<file path="src/rtl/spim_avmm_arb.sv">
// Two-requester round-robin arbiter sharing one SPI master AVMM port (IDLE/CMD/RDWAIT).
// Define SPIM_AVMM_ARB_TIMEOUT_EN to enable the CMD/RDWAIT watchdog and arb_timeout pulse.
module spim_avmm_arb #(
    parameter int unsigned TIMEOUT_CYCLES = 1023
) (
    input  logic        m_avmm_clk,
    input  logic        m_avmm_rst,

    input  logic [16:0] r0_avmm_addr,
    input  logic [3:0]  r0_avmm_byte_en,
    input  logic        r0_avmm_write,
    input  logic        r0_avmm_read,
    input  logic [31:0] r0_avmm_wdata,
    output logic [31:0] r0_avmm_rdata,
    output logic        r0_avmm_rdatavld,
    output logic        r0_avmm_waitreq,

    input  logic [16:0] r1_avmm_addr,
    input  logic [3:0]  r1_avmm_byte_en,
    input  logic        r1_avmm_write,
    input  logic        r1_avmm_read,
    input  logic [31:0] r1_avmm_wdata,
    output logic [31:0] r1_avmm_rdata,
    output logic        r1_avmm_rdatavld,
    output logic        r1_avmm_waitreq,

    output logic [16:0] m_avmm_addr,
    output logic [3:0]  m_avmm_byte_en,
    output logic        m_avmm_write,
    output logic        m_avmm_read,
    output logic [31:0] m_avmm_wdata,
    input  logic [31:0] m_avmm_rdata,
    input  logic        m_avmm_rdatavld,
    input  logic        m_avmm_waitreq,

    output logic        arb_timeout
);

    localparam logic [1:0] StIdle   = 2'd0;
    localparam logic [1:0] StCmd    = 2'd1;
    localparam logic [1:0] StRdwait = 2'd2;

    logic [1:0]  state_q, state_d;
    logic        grant_q, grant_d;   // 0: r0, 1: r1
    logic        last_q, last_d;     // requester that completed most recently
    logic        req0, req1;
    logic        g_write, g_read;
    logic [16:0] g_addr;
    logic [3:0]  g_byte_en;
    logic [31:0] g_wdata;
    logic        timeout;
    logic        in_cmd;
    logic        rd_vld;
    logic [31:0] rd_data;

    always_comb begin
        req0      = r0_avmm_read | r0_avmm_write;
        req1      = r1_avmm_read | r1_avmm_write;
        g_write   = grant_q ? r1_avmm_write   : r0_avmm_write;
        g_read    = grant_q ? r1_avmm_read    : r0_avmm_read;
        g_addr    = grant_q ? r1_avmm_addr    : r0_avmm_addr;
        g_byte_en = grant_q ? r1_avmm_byte_en : r0_avmm_byte_en;
        g_wdata   = grant_q ? r1_avmm_wdata   : r0_avmm_wdata;
    end

`ifdef SPIM_AVMM_ARB_TIMEOUT_EN
    localparam logic [9:0] TimeoutLimit = 10'(TIMEOUT_CYCLES);

    logic [9:0] cnt_q;

    // Restarts on every state change, so CMD and RDWAIT are each bounded separately.
    always_ff @(posedge m_avmm_clk) begin
        if (m_avmm_rst) begin
            cnt_q <= 10'd0;
        end else if (state_d != state_q) begin
            cnt_q <= 10'd0;
        end else if (state_q != StIdle) begin
            cnt_q <= cnt_q + 10'd1;
        end
    end

    always_comb begin
        timeout = !m_avmm_rst && (state_q != StIdle) && (cnt_q == TimeoutLimit);
    end
`else
    always_comb begin
        timeout = 1'b0;
    end
`endif

    always_comb begin
        state_d = state_q;
        grant_d = grant_q;
        last_d  = last_q;
        case (state_q)
            StIdle: begin
                if (req0 || req1) begin
                    grant_d = (req0 && req1) ? ~last_q : req1;
                    state_d = StCmd;
                end
            end
            StCmd: begin
                if (timeout) begin
                    state_d = StIdle;
                    last_d  = grant_q;
                end else if (!g_read && !g_write) begin
                    state_d = StIdle;
                end else if (!m_avmm_waitreq) begin
                    if (g_write) begin
                        state_d = StIdle;
                        last_d  = grant_q;
                    end else begin
                        state_d = StRdwait;
                    end
                end
            end
            StRdwait: begin
                if (timeout || m_avmm_rdatavld) begin
                    state_d = StIdle;
                    last_d  = grant_q;
                end
            end
            default: state_d = StIdle;
        endcase
    end

    always_ff @(posedge m_avmm_clk) begin
        if (m_avmm_rst) begin
            state_q <= StIdle;
            grant_q <= 1'b0;
            last_q  <= 1'b1;
        end else begin
            state_q <= state_d;
            grant_q <= grant_d;
            last_q  <= last_d;
        end
    end

    // Outputs are gated by reset directly so they are quiet even before the reset edge.
    always_comb begin
        in_cmd         = !m_avmm_rst && (state_q == StCmd);
        m_avmm_write   = in_cmd && g_write;
        m_avmm_read    = in_cmd && g_read && !g_write;
        m_avmm_addr    = in_cmd ? g_addr    : 17'd0;
        m_avmm_byte_en = in_cmd ? g_byte_en : 4'd0;
        m_avmm_wdata   = in_cmd ? g_wdata   : 32'd0;

        r0_avmm_waitreq = (in_cmd && !grant_q) ? m_avmm_waitreq : 1'b1;
        r1_avmm_waitreq = (in_cmd && grant_q)  ? m_avmm_waitreq : 1'b1;

        rd_vld  = !m_avmm_rst && (state_q == StRdwait) && (m_avmm_rdatavld || timeout);
        rd_data = timeout ? 32'hDEAD_BEEF : m_avmm_rdata;

        r0_avmm_rdatavld = rd_vld && !grant_q;
        r1_avmm_rdatavld = rd_vld && grant_q;
        r0_avmm_rdata    = r0_avmm_rdatavld ? rd_data : 32'd0;
        r1_avmm_rdata    = r1_avmm_rdatavld ? rd_data : 32'd0;

        arb_timeout = timeout;
    end

endmodule

</file>
<file path="config.mk">
export PLATFORM = sky130hd
export DESIGN_NAME = spim_avmm_arb
export DESIGN_NICKNAME = d
export VERILOG_FILES = /design/src/rtl/spim_avmm_arb.sv
export SDC_FILE = /design/constraint.sdc
export NUM_CORES = 1
export LEC_CHECK = 0
export CAP_MARGIN = 10
export CORE_AREA = 2 2 105 107
export DETAILED_ROUTE_END_ITERATION = 6
export DIE_AREA = 0 0 107 109
export DONT_BUFFER_PORTS = 1
export SLEW_MARGIN = 10
export SYNTH_ARGS = -nofsm -noshare
export SYNTH_HDL_FRONTEND = slang
export SYNTH_SLANG_ARGS = --single-unit
</file>
<file path="constraint.sdc">
create_clock -name m_avmm_clk -period 2.6 [get_ports m_avmm_clk]
set_clock_uncertainty 0.1 [all_clocks]
set_input_delay 0.39 -clock m_avmm_clk [delete_from_list [all_inputs] [get_ports m_avmm_clk]]
set_output_delay 0.39 -clock m_avmm_clk [all_outputs]
set_load 0.005 [all_outputs]
</file>
==> results of run 1 <==
-- logic make-up (layout without fill, tap and decap cells) --
kind of cell | count (synthesis) | in the layout
AO/OA/AOI/OAI | 11 | 11
flip-flops | 4 | 4
other | 1 | 1
AND/OR/NAND/NOR | 136 | 136
multiplexers | 54 | 54
buffers and inverters | 23 | 11
-- Yosys cell counts --
cell	n
dfxtp_1	4
o21ai_0	1
clkbuf_1	4
a21oi_1	1
o21a_1	1
or3_1	1
and3_1	1
o31ai_1	2
a2111oi_2	1
nand2_1	1
nand3b_1	3
a211o_1	1
buf_4	1
nor2_1	59
inv_1	2
nor3_1	1
buf_1	1
nor3b_2	1
o311a_1	1
a2111oi_1	1
mux2i_1	54
a31oi_1	1
a21o_1	1
conb_1	1
nand2b_1	1
nor3_2	1
and2_1	64
buf_2	8
or3b_2	2
or3b_1	1
buf_6	7
-- through the flow --
| stage | hold WS [ns] | total power (W) | setup slack (ns) | cells | util |
|---|---|---|---|---|---|
| after floorplan | 0.438 | 0.000250 | 0.717 | 229 | - |
| after global placement | 0.360 | 0.000257 | 0.509 | 353 | 0.159 |
| after detailed placement | 0.358 | 0.000264 | 0.473 | 353 | 0.159 |
| after CTS | 0.126 | 0.000405 | 0.242 | 357 | 0.163 |
| after global routing | 0.117 | 0.000428 | 0.137 | 357 | 0.163 |
| final | 0.135 | 0.000397 | 0.266 | 357 | 0.163 |
-- worst max-delay path by stage --
stage / startpoint / end / slack, ns / cells past startpoint
finish: state_q[0] / m_avmm_addr[0] / 0.27 / 3
global route: state_q[0] / m_avmm_addr[2] / 0.14 / 3
CTS: state_q[0] / m_avmm_addr[0] / 0.24 / 3
detailed placement: state_q[0] / m_avmm_addr[0] / 0.47 / 3
global placement: m_avmm_rst / m_avmm_addr[10] / 0.51 / 3
floorplan: m_avmm_rst / m_avmm_addr[0] / 0.72 / 5
-- power groups by stage --
| stage | clock network (W) | logic, W | registers (W) |
|---|---|---|---|
| after CTS | 0.000142 | 0.000184 | 0.0000799 |
| after global routing | 0.000148 | 0.000198 | 0.0000820 |
| after floorplan | 0 | 0.000180 | 0.0000702 |
| after detailed placement | 0 | 0.000184 | 0.0000807 |
| after global placement | 0 | 0.000178 | 0.0000796 |
| final | 0.000136 | 0.000180 | 0.0000799 |
-- registers in the layout, indices dropped and copies added (netlist names) --
signal   flops
state_q      2
grant_q      1
last_q       1
-- routing by layer --
metal	routed length [um]	vias up	GRT usage
met3	358	12	0.0132
met5	0	-	0
li1	-	727	-
met4	283	0	0.0519
met1	2110	734	0.0923
met2	2960	119	0.138
-- layout make-up --
type	instances	area, um^2
inverter	2	7.51
clock buffer	4	45.0
timing repair buffer	5	62.6
fill	1174	8870
sequential	4	83.8
multi-input combinational	202	1360
tap	140	175
==> impl_results.md, run 1 <==
- Remaining Overflow, GRT: 0
- CTS Hold Bufs: 0
- Critical path, cell by cell: or3b_2 -> buf_4 -> nor2_1
- Worst-path fanout max: 32
- Sequential fraction of the synthesis area: 0.0504
- Layout overhead on the synthesized area: 8.90%
- Nets: 364
- Chip Height: 109 um
- Full die area: 0.0117 mm^2
- Synth Instances: 229
- Post-DRT Antenna Nets: 0
- Hold_sp: m_avmm_rst
- Post-Synthesis Net Count: 375
- Clock Path Buffers: 2
- Clock power frac: 0.343
- Mux contribution to synthesized area: 0.340
- Initial DRC Count: 51
- Cell area power density: 229 mW/mm^2
- Post-synthesis adder-cell area fraction: 0
- Rows: 38
- Number of global-route vias before repair: 1,364
- WP data required: 2.11 ns
- Main combinational cell family by area after synthesis: simple AND/OR/NAND/NOR gates
- Hold crit path type: in2reg
- Commonest non-fill, non-tap cell in the layout: and2_1
- Flop2flop setup slack: 1.00 ns
- Hold EP: grant_q
- Commonest cells after routing, fill and taps aside: 64 x and2_1, 59 x nor2_1, 54 x mux2i_1
- Internal power: 0.000253 W
- # DRC: 0
- Synthesized area: 0.00159 mm^2
- WL final: 5710 um
- TritonRoute pass-1 iters: 4
- First-pass GRT wire length: 7110 um
- Slew Limit Fails: 0
- DIE WIDTH: 107 um
- RSZ-0062 raised after global routing: false
- Sw frac: 0.361
- R2R depth: 3
- Port bufs: 0
- WP buf/inv: 1
- Worst-Margin Slew: 0.627 ns
- Reg clk slew, reported paths: 0.03 ns
- Final setup TNS: 0 ns
- Synth warnings: 0
- CP top delay family: simple AND/OR/NAND/NOR gates
- Reg2Reg Launch Point: grant_q
- Post-synthesis xor/xnor area fraction: 0
- Worst VDD drop: 95.0 uV
- Hold depth: 1
- Dpl hpwl: 5000 um
- Slowest-stage cell, CP: or3b_2
- Synth area leader: mux2i_1
- CTS Root Cell: clkbuf_8
- Largest net degree at the start of global routing: 46
- Yosys top cell area share: 0.340
- Wire per inst: 16.0 um
- Setup bufs post-CTS: 0
- Initial antenna violation count: 0
- Post-synthesis simple-gate area fraction: 0.454
- Final setup fails: 0
- Peak Freq: 428 MHz
- Clock Latency Late Sink: 0.22 ns
- Vias after detailed routing: 1,592
- Post-layout minimum cycle time: 2.33 ns
- Initial Util: 0.150
- Comb pwr share: 0.455
- NetSw: 0.000143 W
- Final Wtd Congestion: 0.830
- # IOs: 270
- GRT Util Overall: 0.0802
- Final Cell Area: 0.00173 mm^2
- Crit path kind: reg2out
- Vias/cell: 4.46
- Static Leak: 0.578 nW
- Max-cap violations: 0
- Clk sink count: 4
- Fraction of layout cells with a size suffix above 1: 0.0645
- Startpoint types: register
- Area contributors post-synth: mux2i_1 34%, and2_1 25%, nor2_1 14%
- Endpoints failing hold: 0
- Outcome: complete, no violations
- Sequential Power Share: 0.202
- DP Area: 0.00168 mm^2
- Num CTS Buffers: 3
- Area of the core: 0.0106 mm^2
- Synth Area in Compound Gates: 0.0567
- Reg-to-reg critical path endpoint: state_q[0]
- Rel. slew slack: 0.581
- # resized after CTS: 0
- Yosys reg bits: 4
- Worst EP arrival: 1.84 ns
- Setup crit end kind: output pin
- TritonCTS clock tree: built
- H-tree depth: 1
- Netlist cell types: 31
- Period utilisation layout: 0.898
- Syn Area/Cell: 6.93 um^2
- Diodes inserted: 0
- Max incr delay on CP: 0.75 ns
Power figures use the tool's default switching activity.
==> run 2: changes to the inputs <==
--- a/config.mk
+++ b/config.mk
@@ -6,10 +6,13 @@
 export NUM_CORES = 1
 export LEC_CHECK = 0
 export CAP_MARGIN = 10
-export CORE_AREA = 2 2 105 107
+export CELL_PAD_IN_SITES_DETAIL_PLACEMENT = 0
+export CELL_PAD_IN_SITES_GLOBAL_PLACEMENT = 2
+export CORE_AREA = 2 2 104 106
 export DETAILED_ROUTE_END_ITERATION = 6
-export DIE_AREA = 0 0 107 109
+export DIE_AREA = 0 0 106 108
 export DONT_BUFFER_PORTS = 1
+export PLACE_DENSITY_LB_ADDON = 0.1
 export SLEW_MARGIN = 10
 export SYNTH_ARGS = -nofsm -noshare
 export SYNTH_HDL_FRONTEND = slang
==> run 2 against run 1 <==
Effect of this change:
- sequential power decreased by 9.1%
- critical path depth stayed put
- first-iteration DRC count down 39%
- largest cell class unchanged
==> impl_results.md, run 2 (synthesis gave the netlist of run 1 again) <==
- RSZ-0062 raised after global routing: false
- Worst EP arrival: 1.86 ns
- WP data required: 2.11 ns
- Diodes inserted: 0
- Worst-path fanout max: 41
- H-tree depth: 1
- Final setup fails: 0
- Commonest non-fill, non-tap cell in the layout: and2_1
- Dpl hpwl: 5020 um
- Commonest cells after routing, fill and taps aside: 64 x and2_1, 59 x nor2_1, 54 x mux2i_1, 8 x buf_4
- GRT Util Overall: 0.0847
- Pwr Total: 0.000400 W
- Hold EP: grant_q
- Final Cell Area: 0.00172 mm^2
- Sequential Power Share: 0.182
- Slew Limit Fails: 0
- R2R depth: 4
- Hold_sp: m_avmm_rst
- Reg2Reg Launch Point: grant_q
- Num CTS Buffers: 3
- Worst VDD drop: 100 uV
- # resized after CTS: 0
- Number of flip-flops in the largest register: 2
- Static Leak: 0.589 nW
- Vias/cell: 4.49
- CTS Hold Bufs: 0
- Biggest regs: state_q (2), grant_q (1), last_q (1)
- Flop2flop setup slack: 0.95 ns
- Nets: 367
- Clock power frac: 0.352
- Endpoints failing hold: 0
- Clk sink count: 4
- Layout overhead on the synthesized area: 8.43%
- Largest net degree at the start of global routing: 42
- Rows: 37
- Rel. slew slack: 0.596
- Critical path, cell by cell: or3b_2 -> buf_4 -> nor2_1
- NetSw: 0.000148 W
- Initial DRC Count: 31
- First-pass GRT wire length: 7650 um
- # IOs: 270
- Reg-to-reg critical path endpoint: last_q
- Remaining Overflow, GRT: 0
- Largest Register: state_q
- Hold crit path type: in2reg
- TritonCTS clock tree: built
- Final setup TNS: 0 ns
- Cell area power density: 232 mW/mm^2
- Startpoint types: register
- TritonRoute pass-1 iters: 4
- # DRC: 0
- Fillers: 1,166
- Area of the core: 0.0102 mm^2
- Max-cap violations: 0
- Worst-Margin Slew: 0.606 ns
- Number of global-route vias before repair: 1,440
- DP Area: 0.00168 mm^2
- WL final: 5830 um
- Peak Freq: 425 MHz
- DIE WIDTH: 106 um
- Sw frac: 0.370
- Max incr delay on CP: 0.65 ns
- Setup crit end kind: output pin
- Reg clk slew, reported paths: 0.03 ns
- Fraction of layout cells with a size suffix above 1: 0.0773
- CTS Root Cell: clkbuf_8
- Initial Util: 0.155
- Clock Latency Late Sink: 0.22 ns
- Wire per inst: 16.4 um
- Final Wtd Congestion: 0.680
- Internal power: 0.000252 W
- Port bufs: 0
- Slowest-stage cell, CP: or3b_2
- Post-layout minimum cycle time: 2.35 ns
- Comb pwr share: 0.467
- Setup bufs post-CTS: 0
- Placed Cells: 352
- Initial antenna violation count: 0
- Outcome: complete, no violations
- Hold depth: 1
- Vias after detailed routing: 1,600
- Chip Height: 108 um
- Full die area: 0.0114 mm^2
- Post-DRT Antenna Nets: 0
- Crit path kind: reg2out
- Final cell count without fillers: 356
- Clock Path Buffers: 2
- Period utilisation layout: 0.904
==> run 2: changes by cell type in the layout (fill, tap and decap cells not counted) <==
cell,previous run,this run
buf_4,3,8
buf_12,2,0
==> run 2: worst max path at each step <==
stage,end,slack [ns],depth (start not counted),start
3_5_place_dp,m_avmm_wdata[5],0.45,3,state_q[0]
4_1_cts,m_avmm_wdata[5],0.21,3,state_q[0]
3_3_place_gp,m_avmm_wdata[5],0.45,3,m_avmm_rst
2_1_floorplan,m_avmm_addr[0],0.72,5,m_avmm_rst
5_1_grt,m_avmm_wdata[5],0.16,3,state_q[0]
6_report,m_avmm_wdata[5],0.25,3,state_q[0]
==> run 2: through the flow <==
step | utilization | hold slack (ns) | setup slack (ns)
floorplan | - | 0.438 | 0.717
global placement | 0.164 | 0.363 | 0.452
detailed placement | 0.164 | 0.366 | 0.446
CTS | 0.168 | 0.126 | 0.210
global route | 0.168 | 0.123 | 0.155
finish | 0.168 | 0.131 | 0.250
==> run 2: worst max-delay path, delay by kind of cell (launching register included) <==
family / cells / cell delay (ns)
buf+inv: 1 / 0.33
flops: 1 / 0.37
simple gates: 2 / 0.91
==> run 2: per-layer routing <==
| layer | up-vias | GRT usage | wire length [um] |
|---|---|---|---|
| met2 | 143 | 0.187 | 3440 |
| met4 | 0 | 0.0301 | 37 |
| met1 | 716 | 0.0751 | 1820 |
| met5 | - | 0 | 0 |
| met3 | 4 | 0.0139 | 532 |
| li1 | 737 | - | - |
==> run 2: power groups by stage <==
stage,clock network [W],logic [W],registers (W)
2_1_floorplan,0,0.000180,0.0000702
3_3_place_gp,0,0.000197,0.0000736
3_5_place_dp,0,0.000191,0.0000736
4_1_cts,0.000146,0.000191,0.0000727
5_1_grt,0.000151,0.000205,0.0000734
6_report,0.000141,0.000186,0.0000726
==> run 2: cell type report <==
cell class | count | area [um^2] | area share
Clock buffer | 4 | 45.0 | 0.0262
Inverter | 2 | 7.51 | 0.00436
Multi-Input combinational cell | 202 | 1360 | 0.787
Sequential cell | 4 | 83.8 | 0.0487
Tap cell | 136 | 170 | 0.0988
Timing Repair Buffer | 8 | 60.1 | 0.0349
==> run 3: changes to the inputs <==
--- a/config.mk
+++ b/config.mk
@@ -5,13 +5,12 @@
 export SDC_FILE = /design/constraint.sdc
 export NUM_CORES = 1
 export LEC_CHECK = 0
+export BUFFER_PORTS_ARGS = -buffer_cell sky130_fd_sc_hd__buf_4
 export CAP_MARGIN = 10
 export CELL_PAD_IN_SITES_DETAIL_PLACEMENT = 0
 export CELL_PAD_IN_SITES_GLOBAL_PLACEMENT = 2
-export CORE_AREA = 2 2 104 106
+export CORE_UTILIZATION = 12
 export DETAILED_ROUTE_END_ITERATION = 6
-export DIE_AREA = 0 0 106 108
-export DONT_BUFFER_PORTS = 1
 export PLACE_DENSITY_LB_ADDON = 0.1
 export SLEW_MARGIN = 10
 export SYNTH_ARGS = -nofsm -noshare
==> constraint.sdc (replaced) <==
create_clock -name m_avmm_clk -period 2.6 [get_ports m_avmm_clk]
set_clock_uncertainty 0.1 [all_clocks]
set_input_delay 0.26 -clock m_avmm_clk [delete_from_list [all_inputs] [get_ports m_avmm_clk]]
set_output_delay 0.26 -clock m_avmm_clk [all_outputs]
set_load 0.005 [all_outputs]
==> run 3 against run 2 <==
Effect of this change:
- setup slack gained 0.13 ns
- non-clock buffer count grew 264
- register-to-register slack gained 0.03 ns
- sequential share of layout area shrank 2.7 points
- sequential power grew 15%
- critical path depth grew 1
- total power grew 89%
- largest cell class is now buffers
==> impl_results.md, run 3 (synthesis gave the netlist of run 1 again) <==
- Fillers: 1,398
- Endpoints failing hold: 0
- Final setup fails: 0
- Max-cap violations: 0
- Slew Limit Fails: 0
- Area of the multi-input gates: 0.00136 mm^2
- Setup bufs post-CTS: 0
- # DRC: 0
- Setup crit end kind: output pin
- Worst VDD drop: 158 uV
- DIE WIDTH: 117 um
- Commonest cells after routing, fill and taps aside: 270 x buf_4, 64 x and2_1, 59 x nor2_1, 54 x mux2i_1
- Crit path kind: reg2out
- Worst-Margin Slew: 0.534 ns
- Reg clk slew, reported paths: 0.03 ns
- Biggest regs: state_q (2), grant_q (1), last_q (1)
- Reg2Reg Launch Point: grant_q
- Slowest-stage cell, CP: or3b_2
- Hold crit path type: in2reg
- Remaining Overflow, GRT: 0
- NetSw: 0.000217 W
- R2R depth: 3
- Clock power frac: 0.335
- WL final: 8770 um
- WP data required: 2.24 ns
- GRT Util Overall: 0.115
- Chip Height: 117 um
- Startpoint types: register
- Area of the core: 0.0128 mm^2
- Outcome: complete, no violations
- Clock Path Buffers: 2
- Initial DRC Count: 59
- Dpl hpwl: 7410 um
- Clock Latency Late Sink: 0.23 ns
- Max incr delay on CP: 0.70 ns
- Critical path, cell by cell: or3b_2 -> buf_12 -> nor2_1 -> buf_4
- Fraction of layout cells with a size suffix above 1: 0.581
- WP buf/inv: 2
- Vias/cell: 3.80
- First-pass GRT wire length: 12,100 um
- Largest Register: state_q
- Largest net degree at the start of global routing: 37
- Static Leak: 1.95 nW
- Sequential Power Share: 0.111
- Number of global-route vias before repair: 2,276
- # IOs: 270
- Worst-path fanout max: 35
- Comb pwr share: 0.554
- Layout overhead on the synthesized area: 140%
- Post-layout minimum cycle time: 2.22 ns
- Final cell count without fillers: 656
- Reg-to-reg critical path endpoint: state_q[0]
- Commonest non-fill, non-tap cell in the layout: buf_4
- Rel. slew slack: 0.643
- Hold_sp: m_avmm_rst
- Storage cell area: 83.8 um^2
- Vias after detailed routing: 2,495
- Initial antenna violation count: 0
- Post-DRT Antenna Nets: 0
- Initial Util: 0.124
- # resized after CTS: 0
- Final setup TNS: 0 ns
- Number of flip-flops in the largest register: 2
- Final Wtd Congestion: 0.729
- Placed Cells: 652
- TritonRoute pass-1 iters: 4
- Period utilisation layout: 0.852
- Internal power: 0.000541 W
- Full die area: 0.0137 mm^2
- Hold EP: grant_q
- Flop2flop setup slack: 0.98 ns
- Sw frac: 0.286
- Wire per inst: 13.4 um
- Nets: 631
- Diodes inserted: 0
- H-tree depth: 1
- TritonCTS clock tree: built
- Cell area power density: 199 mW/mm^2
- Peak Freq: 451 MHz
- Worst EP arrival: 1.86 ns
- CTS Hold Bufs: 0
- Rows: 41
- WHS: 0.193 ns
- RSZ-0062 raised after global routing: false
- CP top delay family: simple AND/OR/NAND/NOR gates
- Num CTS Buffers: 3
- Hold depth: 2
- CTS Root Cell: clkbuf_16
- Port bufs: 268
- Clk sink count: 4
run 3: changes by cell type in the layout (fill, tap and decap cells not counted):
| cell | delta |
|---|---|
| clkbuf_8 | -3 |
| buf_12 | +2 |
| buf_4 | +262 |
| clkbuf_16 | +3 |
run 3: worst max-delay path by stage:
stage | startpoint | endpoint | slack [ns] | cells past startpoint
CTS | state_q[0] | m_avmm_wdata[7] | 0.34 | 4
detailed placement | m_avmm_rst | m_avmm_wdata[7] | 0.56 | 5
finish | state_q[0] | m_avmm_wdata[7] | 0.38 | 4
global route | state_q[0] | m_avmm_wdata[7] | 0.27 | 4
floorplan | m_avmm_rst | m_avmm_addr[0] | 0.98 | 5
global placement | m_avmm_rst | m_avmm_wdata[7] | 0.55 | 5
run 3: area by class of cell:
cell class | count | share of cell area
timing repair buffer | 272 | 0.543
multi-input combinational | 202 | 0.356
tap | 172 | 0.0565
sequential | 4 | 0.0220
clock buffer | 4 | 0.0207
inverter | 2 | 0.00197
run 3: worst reg2reg max path, cell delays in order, from the launching register on:
cell       delay (ns)
dfxtp_4          0.62
nor3_1           0.12
a2111oi_1        0.55
o21a_1           0.17
run 3: power by group through the flow:
stage | clock network [W] | registers (W) | logic (W)
after floorplan | 0 | 0.0000702 | 0.000180
after global placement | 0 | 0.0000859 | 0.000424
after detailed placement | 0 | 0.0000854 | 0.000426
after CTS | 0.000251 | 0.0000846 | 0.000427
after global routing | 0.000260 | 0.0000860 | 0.000460
final | 0.000254 | 0.0000838 | 0.000419
run 3: stage by stage:
step	utilization	area (um^2)	setup slack (ns)	total power, W
final	0.298	3810	0.384	0.000757
after detailed placement	0.292	3730	0.564	0.000512
after global routing	0.298	3810	0.272	0.000805
after CTS	0.298	3810	0.343	0.000763
after floorplan	-	1590	0.977	0.000250
after global placement	0.292	3730	0.553	0.000510
run 3: metal layers:
layer | global-route usage | up-vias | routed length, um
met1 | 0.113 | 1074 | 2940
met2 | 0.234 | 156 | 4650
met5 | 0 | - | 0
li1 | - | 1261 | -
met3 | 0.0396 | 4 | 1090
met4 | 0.0143 | 0 | 91
